==> src/rtl/pll_drp_reconfig.sv <==
// DRP read-modify-write initiator for a 7-series PLLE2_ADV output divider.
// Holds the PLL in reset, rewrites ClkReg1/ClkReg2, releases reset and waits for lock.
module pll_drp_reconfig #(
  parameter int DRDY_TIMEOUT = 255,
  parameter int LOCK_TIMEOUT = 65535
) (
  input  logic        clk_in,
  input  logic        reset_n,
  input  logic        req,
  input  logic [2:0]  out_sel,
  input  logic [6:0]  divide,
  output logic        busy,
  output logic        done,
  output logic        err,
  output logic [6:0]  drp_daddr,
  output logic        drp_den,
  output logic        drp_dwe,
  output logic [15:0] drp_di,
  input  logic [15:0] drp_do,
  input  logic        drp_drdy,
  output logic        pll_rst,
  input  logic        pll_locked
);

  localparam int MAX_T = (LOCK_TIMEOUT > DRDY_TIMEOUT) ? LOCK_TIMEOUT : DRDY_TIMEOUT;
  localparam int CNT_W = $clog2(MAX_T + 1);
  localparam logic [CNT_W-1:0] DRDY_LAST = CNT_W'(DRDY_TIMEOUT - 1);
  localparam logic [CNT_W-1:0] LOCK_LAST = CNT_W'(LOCK_TIMEOUT - 1);

  typedef enum logic [3:0] {
    S_IDLE, S_RST, S_RD1, S_WRD1, S_WR1, S_WWR1,
    S_RD2, S_WRD2, S_WR2, S_WWR2, S_REL, S_WLOCK
  } state_t;

  state_t           state;
  logic [2:0]       sel_q;
  logic [6:0]       div_q;
  logic [CNT_W-1:0] cnt;
  logic             locked_s1, locked_s2;

  logic [6:0]  reg1_addr;
  logic [6:0]  reg2_addr;
  logic [5:0]  high_cnt, low_cnt;
  logic        is_one, edge_bit;
  logic [15:0] reg1_data, reg2_data;
  logic        bad_req;
  logic        unused_do;

  // The low read-back bits are overwritten by the new divider fields, never merged.
  assign unused_do = ^drp_do[7:0];

  always_comb begin
    // NOTE: every combinational output gets a default first so no latch is inferred.
    reg1_addr = 7'h14;
    unique case (sel_q)
      3'd0: reg1_addr = 7'h08;
      3'd1: reg1_addr = 7'h0A;
      3'd2: reg1_addr = 7'h0C;
      3'd3: reg1_addr = 7'h0E;
      3'd4: reg1_addr = 7'h10;
      3'd5: reg1_addr = 7'h06;
      default: reg1_addr = 7'h14;
    endcase
  end

  assign reg2_addr = reg1_addr + 7'd1;
  assign is_one    = (div_q == 7'd1);
  // Divide-by-1 bypasses the counter, so high/low are forced to 1 and edge is unused.
  assign high_cnt  = is_one ? 6'd1 : div_q[6:1];
  assign low_cnt   = is_one ? 6'd1 : div_q[6:1] + {5'd0, div_q[0]};
  assign edge_bit  = div_q[0] & ~is_one;
  // Write data merges straight from drp_do so the write can issue the cycle after drdy.
  assign reg1_data = {drp_do[15:12], high_cnt, low_cnt};
  assign reg2_data = {drp_do[15:8], edge_bit, is_one, 6'd0};
  assign bad_req   = (divide == 7'd0) || (divide == 7'd127) || (out_sel == 3'd7);

  always_ff @(posedge clk_in or negedge reset_n) begin
    if (!reset_n) begin
      locked_s1 <= 1'b0;
      locked_s2 <= 1'b0;
    end else begin
      locked_s1 <= pll_locked;
      locked_s2 <= locked_s1;
    end
  end

  always_ff @(posedge clk_in or negedge reset_n) begin
    if (!reset_n) begin
      state     <= S_IDLE;
      sel_q     <= 3'd0;
      div_q     <= 7'd0;
      cnt       <= '0;
      busy      <= 1'b0;
      done      <= 1'b0;
      err       <= 1'b0;
      drp_daddr <= 7'd0;
      drp_den   <= 1'b0;
      drp_dwe   <= 1'b0;
      drp_di    <= 16'd0;
      pll_rst   <= 1'b0;
    end else begin
      // NOTE: sequential state uses non-blocking assignments only; pulses default low each cycle.
      done <= 1'b0;
      err  <= 1'b0;
      unique case (state)
        S_IDLE: begin
          if (req && bad_req) begin
            err <= 1'b1;
          end else if (req) begin
            sel_q   <= out_sel;
            div_q   <= divide;
            busy    <= 1'b1;
            pll_rst <= 1'b1;
            state   <= S_RST;
          end
        end
        S_RST: begin
          drp_den   <= 1'b1;
          drp_dwe   <= 1'b0;
          drp_daddr <= reg1_addr;
          state     <= S_RD1;
        end
        S_RD1, S_WR1, S_RD2, S_WR2: begin
          drp_den <= 1'b0;
          drp_dwe <= 1'b0;
          cnt     <= '0;
          unique case (state)
            S_RD1:   state <= S_WRD1;
            S_WR1:   state <= S_WWR1;
            S_RD2:   state <= S_WRD2;
            default: state <= S_WWR2;
          endcase
        end
        S_WRD1, S_WWR1, S_WRD2, S_WWR2: begin
          if (drp_drdy) begin
            cnt <= '0;
            unique case (state)
              S_WRD1: begin
                drp_den <= 1'b1;
                drp_dwe <= 1'b1;
                drp_di  <= reg1_data;
                state   <= S_WR1;
              end
              S_WWR1: begin
                drp_den   <= 1'b1;
                drp_daddr <= reg2_addr;
                state     <= S_RD2;
              end
              S_WRD2: begin
                drp_den <= 1'b1;
                drp_dwe <= 1'b1;
                drp_di  <= reg2_data;
                state   <= S_WR2;
              end
              default: begin
                pll_rst <= 1'b0;
                state   <= S_REL;
              end
            endcase
          end else if (cnt == DRDY_LAST) begin
            pll_rst <= 1'b0;
            err     <= 1'b1;
            busy    <= 1'b0;
            state   <= S_IDLE;
          end else begin
            cnt <= cnt + CNT_W'(1);
          end
        end
        S_REL: begin
          cnt   <= '0;
          state <= S_WLOCK;
        end
        S_WLOCK: begin
          if (locked_s2) begin
            done  <= 1'b1;
            busy  <= 1'b0;
            state <= S_IDLE;
          end else if (cnt == LOCK_LAST) begin
            err   <= 1'b1;
            busy  <= 1'b0;
            state <= S_IDLE;
          end else begin
            cnt <= cnt + CNT_W'(1);
          end
        end
        default: state <= S_IDLE;
      endcase
    end
  end

endmodule

==> config.mk <==
export PLATFORM = sky130hd
export DESIGN_NAME = pll_drp_reconfig
export DESIGN_NICKNAME = d
export VERILOG_FILES = /design/src/rtl/pll_drp_reconfig.sv
export SDC_FILE = /design/constraint.sdc
export NUM_CORES = 1
export LEC_CHECK = 0
export BUFFER_PORTS_ARGS = -buffer_cell sky130_fd_sc_hd__buf_4
export CORE_MARGIN = 2
export CORE_UTILIZATION = 50
export DETAILED_ROUTE_END_ITERATION = 10
export HOLD_SLACK_MARGIN = 0.08
export PLACE_DENSITY = 0.73
export SYNTH_ARGS = -nofsm -noshare
export SYNTH_HDL_FRONTEND = slang
export SYNTH_SLANG_ARGS = --single-unit
export TNS_END_PERCENT = 5
==> constraint.sdc <==
create_clock -name clk_in -period 2.7 [get_ports clk_in]
set_clock_uncertainty 0.05 [all_clocks]
set_input_delay 0 -clock clk_in [delete_from_list [all_inputs] [get_ports clk_in]]
set_output_delay 0 -clock clk_in [all_outputs]
set_load 0.01 [all_outputs]
==> results of run 1 <==
[critical path, cell delays in order (launching register included)]
cell and delay (ns):
dfrtp_1 0.47, or4_1 0.62, nor4_4 0.37, o32ai_1 0.22, a211o_1 0.30, o22a_1 0.17
[final timing paths]
check | from | end | slack (ns) | cells past startpoint
worst max-delay path | cnt[9] | state[3] | 0.39 | 5
worst min-delay path | reset_n | drp_di[14] | 0.21 | 2
worst max register to register | cnt[9] | state[3] | 0.39 | 5
worst min register to register | locked_s1 | locked_s2 | 0.31 | 0
max in group asynchronous | reset_n | err | 1.87 | 2
min in group clk_in | pll_locked | locked_s1 | 0.25 | 2
[synthesized netlist by cell type, drive strengths merged (4+ instances only)]
cell type	instances	area, sq um
o22ai	6	37.5
a21oi	11	55.1
o21ai	34	181
nor2b	4	25.0
a31oi	7	43.8
nand2	31	116
nand4	6	37.5
clkbuf	10	37.5
nor3	4	20.0
nor4	4	40.0
mux2	13	146
mux2i	4	40.0
ha	5	62.6
inv	9	33.8
dfrtp	59	1480
o31ai	23	238
buf	13	101
nand3	24	120
or4	5	41.3
o41ai	5	51.3
nor2	17	63.8
[routing by layer]
layer	share of wire	routed length [um]
met3	0.049	372
met4	0.020	153
met1	0.43	3270
met5	0	0
met2	0.50	3840
[flip-flops by register name, summed over array words and instances, names as in the netlist, 3 cells and up]
signal,count
sel_q,3
drp_daddr,5
div_q,7
cnt,16
drp_di,16
state,4
[cell usage in the layout (no fill, tap or decap), drive strengths merged, types with 3 or more instances in the layout]
cell,count
a21o,3
a21oi,11
a31oi,7
and3,3
buf,63
clkbuf,12
clkinv,3
dfrtp,59
dlygate4sd3,22
ha,5
inv,9
mux2,13
mux2i,4
nand2,31
nand3,24
nand4,6
nor2,17
nor2b,4
nor3,4
nor4,4
o21ai,34
o22a,3
o22ai,6
o31ai,23
o41ai,5
or4,5
xnor2,3
[cell families (layout without fill, tap and decap cells)]
group / count (synthesis) / after routing / share of synthesized area
and+or+nand+nor: 106 / 106 / 0.169
AOI/OAI and AO/OA: 102 / 102 / 0.229
DFF: 59 / 59 / 0.455
buffers and inverters: 32 / 110 / 0.0532
muxes: 17 / 17 / 0.0574
adders and majority gates: 6 / 6 / 0.0223
xor gates and xnor gates: 5 / 5 / 0.0135
other: 1 / 2 / 0.00115
[final cells by class]
type | instances | share of cell area
Multi-Input combinational cell | 238 | 0.390
Sequential cell | 59 | 0.360
Timing Repair Buffer | 85 | 0.169
Clock buffer | 12 | 0.0378
Tap cell | 77 | 0.0235
Clock inverter | 4 | 0.0119
Inverter | 9 | 0.00823
[power by group]
part	total (uW)	switching, uW	internal [uW]
Sequential	1440	261	1180
Clock	824	349	475
Combinational	1830	977	850
[per-stage QoR]
step | std cells | worst slack (ns) | instance area (sq um) | power [uW]
finish | 484 | 0.386 | 4110 | 4090
global route | 484 | 0.230 | 4110 | 4390
CTS | 484 | 0.382 | 4110 | 4110
detailed placement | 446 | 0.394 | 3680 | 3240
global placement | 446 | 0.416 | 3680 | 3190
floorplan | 329 | 0.438 | 3250 | 2680
[timing repair]
action	CTS	global route
resized for setup	0	0
hold buffers	22	0
endpoints found under the hold margin	81	0
==> results.toml, run 1 <==
[floorplanning]
top_level_ports = 60
fp-row-count = 29
fp.dieW_um = 84.6
dieArea_sq_um = 7160
start_util = 0.514
coreArea_sq_um = 6310
dieHeight_um = 84.6

[worst_hold_path]
hold_class = "input port to async pin"

[route]
drt-initial-drc-count = 157
avgRoutedWirePerCell_um = 15.8
ant_nets = 0
wirelength_mm = 7.64
via_count = 2779
drc = 0
first_pass_iters = 4
vias_per_cell = 5.74

[clock_network]
clock-sinks = 59
cts_made_buffers = 9
cts_setup_buffers = 0
cts_tree = "yes"
root_buffer = "clkbuf_8"
clockBufferDepth = 2
cts.reportedPaths.clkPinSlew_ns = 0.07
clk_latency_ns = 0.35
htreeDepth = 3

[grt]
grt_first_pass_wirelength_mm = 13.0
met1_usage = 0.287
gr-usage-met3 = 0.0580
first_global_vias = 2718
busiest_layer = "met2"
gr-usage-met2 = 0.372
globalRouteOverflowTotal = 0
antenna_found_initial = 0
grt_start_max_net_pins = 60
grtUsageTotal = 0.226

[finish]
utilization = 0.650
layout-drive-gt1-share = 0.258
multi_input_area_sq_um = 1600
seqCellArea_sq_um = 1480
fill_cells = 503
num_antenna_cells = 0
final_nets = 438
syn2layout_area_growth_pct = 26.4

[critical_path]
crit_arrival_ns = 2.50
cp-start-kind = "flop"
cp-end-kind = "flop"
crit_required_ns = 2.89
critical_path_class = "flop to flop"
worstPathMaxFanout = 8

[timing]
rsz0062_at_grt = "no"
tns_ns = 0
slew_headroom = 0.490
hold_ws_ns = 0.206
maxSlewViolCount = 0
max_freq_mhz = 432
period_share = 0.857
setup_viol = 0
final.min_clock_period_ns = 2.31
finalHoldViolCount = 0
tightest_slew_ns = 0.765

[pwr]
vdd_ir_drop_max_mv = 0.567
power_density_nw_per_um2 = 997
p_leak_uw = 0.00185

[place]
place_hpwl_mm = 4.95
port_buffers = 49
gp_congestion = 0.821

[yosys]
synth_edf_count = 0
async_reset_ff_frac = 1.00
synth_seq_cells = 59
yosys.cell_types.count = 53
synthCells = 328
syn_area_sq_um = 3250
avgSynthCellArea_sq_um = 9.90
synth-seq-area-share = 0.455
yosysWarnings = 0
synthFlopType = "dfrtp_1"

[run_status]
status = "complete, no violations"

[job]
cap_violations = 0
No activity file was read; power rests on OpenSTA's default activity.
==> run 2: changes to the inputs <==
Settings changed: CAP_MARGIN from default to 25, MAX_ROUTING_LAYER from default to met4.
==> run 2 against run 1 <==
Non-clock buffer count did not move. Clock power is 0.7% lower. Largest power group unchanged. Fmax grew 0.60%. Critical path depth unchanged. Cell count stayed put. Highest routed layer unchanged. Sequential power about the same. Cell area is the same.
==> results.toml, run 2 (synthesis results as in run 1) <==
[run_status]
status = "complete, no violations"

[critical_path]
cp-start-kind = "flop"
cp-end-kind = "flop"
crit_arrival_ns = 2.49
critical_path_class = "flop to flop"
worstPathMaxFanout = 8
crit_required_ns = 2.89

[timing]
maxSlewViolCount = 0
period_share = 0.852
max_freq_mhz = 435
rsz0062_at_grt = "no"
tightest_slew_ns = 0.754
finalHoldViolCount = 0
final.min_clock_period_ns = 2.30
slew_headroom = 0.497
tns_ns = 0
setup_viol = 0

[job]
cap_violations = 0

[floorplanning]
top_level_ports = 60
dieHeight_um = 84.6
dieArea_sq_um = 7160
coreArea_sq_um = 6310
fp-row-count = 29
start_util = 0.514
fp.dieW_um = 84.6

[route]
first_pass_iters = 4
avgRoutedWirePerCell_um = 15.7
vias_per_cell = 5.76
ant_nets = 0
drt-initial-drc-count = 192
via_count = 2786
wirelength_mm = 7.59
drc = 0

[worst_hold_path]
hold_class = "input port to async pin"

[clock_network]
cts_made_buffers = 9
clock-sinks = 59
clockBufferDepth = 2
clk_latency_ns = 0.35
htreeDepth = 3
cts.reportedPaths.clkPinSlew_ns = 0.07
root_buffer = "clkbuf_8"
cts_tree = "yes"
cts_setup_buffers = 0

[pwr]
vdd_ir_drop_max_mv = 0.558
p_leak_uw = 0.00185
power_density_nw_per_um2 = 995

[finish]
largestRegisters = "cnt (16), drp_di (16), div_q (7)"
fin_cells = 484
fill_cells = 503
num_antenna_cells = 0
syn2layout_area_growth_pct = 26.4
layout_commonest_cell = "buf_4"
final_cell_mix = "buf_4 (63), dfrtp_1 (59), nand2_1 (31)"
layout-drive-gt1-share = 0.258
utilization = 0.650
final_nets = 438

[grt]
antenna_found_initial = 0
grt_start_max_net_pins = 60
grt_first_pass_wirelength_mm = 13.0
globalRouteOverflowTotal = 0
first_global_vias = 2722
grtUsageTotal = 0.232

[place]
port_buffers = 49
dp.cells = 446
gp_congestion = 0.833
place_hpwl_mm = 4.95
run 2: per-stage QoR:
| step | power (uW) | setup slack, ns | area, sq um | hold slack, ns |
|---|---|---|---|---|
| floorplan | 2680 | 0.438 | 3250 | -0.346 |
| global placement | 3190 | 0.416 | 3680 | 0.0602 |
| detailed placement | 3240 | 0.394 | 3680 | 0.0607 |
| CTS | 4110 | 0.382 | 4110 | 0.236 |
| global route | 4390 | 0.233 | 4110 | 0.256 |
| finish | 4090 | 0.400 | 4110 | 0.208 |
run 2: final timing paths:
check,start,endpoint,slack [ns],cells after the start
max,cnt[9],state[3],0.40,5
min,reset_n,drp_di[14],0.21,2
max reg2reg,cnt[9],state[3],0.40,5
min reg2reg,locked_s1,locked_s2,0.31,0
max in group asynchronous,reset_n,sel_q[0],1.89,2
min in group clk_in,pll_locked,locked_s1,0.25,2
run 2: what timing repair did:
| item | 4_1_cts | 5_1_grt |
|---|---|---|
| setup endpoints to repair | 0 | 0 |
| resized for setup | 0 | 0 |
| endpoints found under the hold margin | 81 | 0 |
| hold buffers | 22 | 0 |
run 2: critical path, cell delays in order (launching register included):
cell and delay, ns:
dfrtp_1 0.47, or4_1 0.62, nor4_4 0.37, o32ai_1 0.21
a211o_1 0.30, o22a_1 0.17
run 2: cell type report:
type / count / area (sq um) / share of cell area
clock buffer: 12 / 155 / 0.0378
clock inverter: 4 / 48.8 / 0.0119
inverter: 9 / 33.8 / 0.00823
multi-input combinational: 238 / 1600 / 0.390
sequential: 59 / 1480 / 0.360
tap: 77 / 96.3 / 0.0235
timing repair buffer: 85 / 693 / 0.169
run 2: metal layers:
metal,GRT usage,part of all wire
met5,-,0
met4,0.0837,0.020
met3,0.0580,0.054
met2,0.371,0.51
met1,0.288,0.42
run 2: power breakdown:
part	total, uW	internal, uW	switching, uW
clock network	818	475	344
registers	1440	1180	261
logic	1830	850	976
total	4090	2510	1580
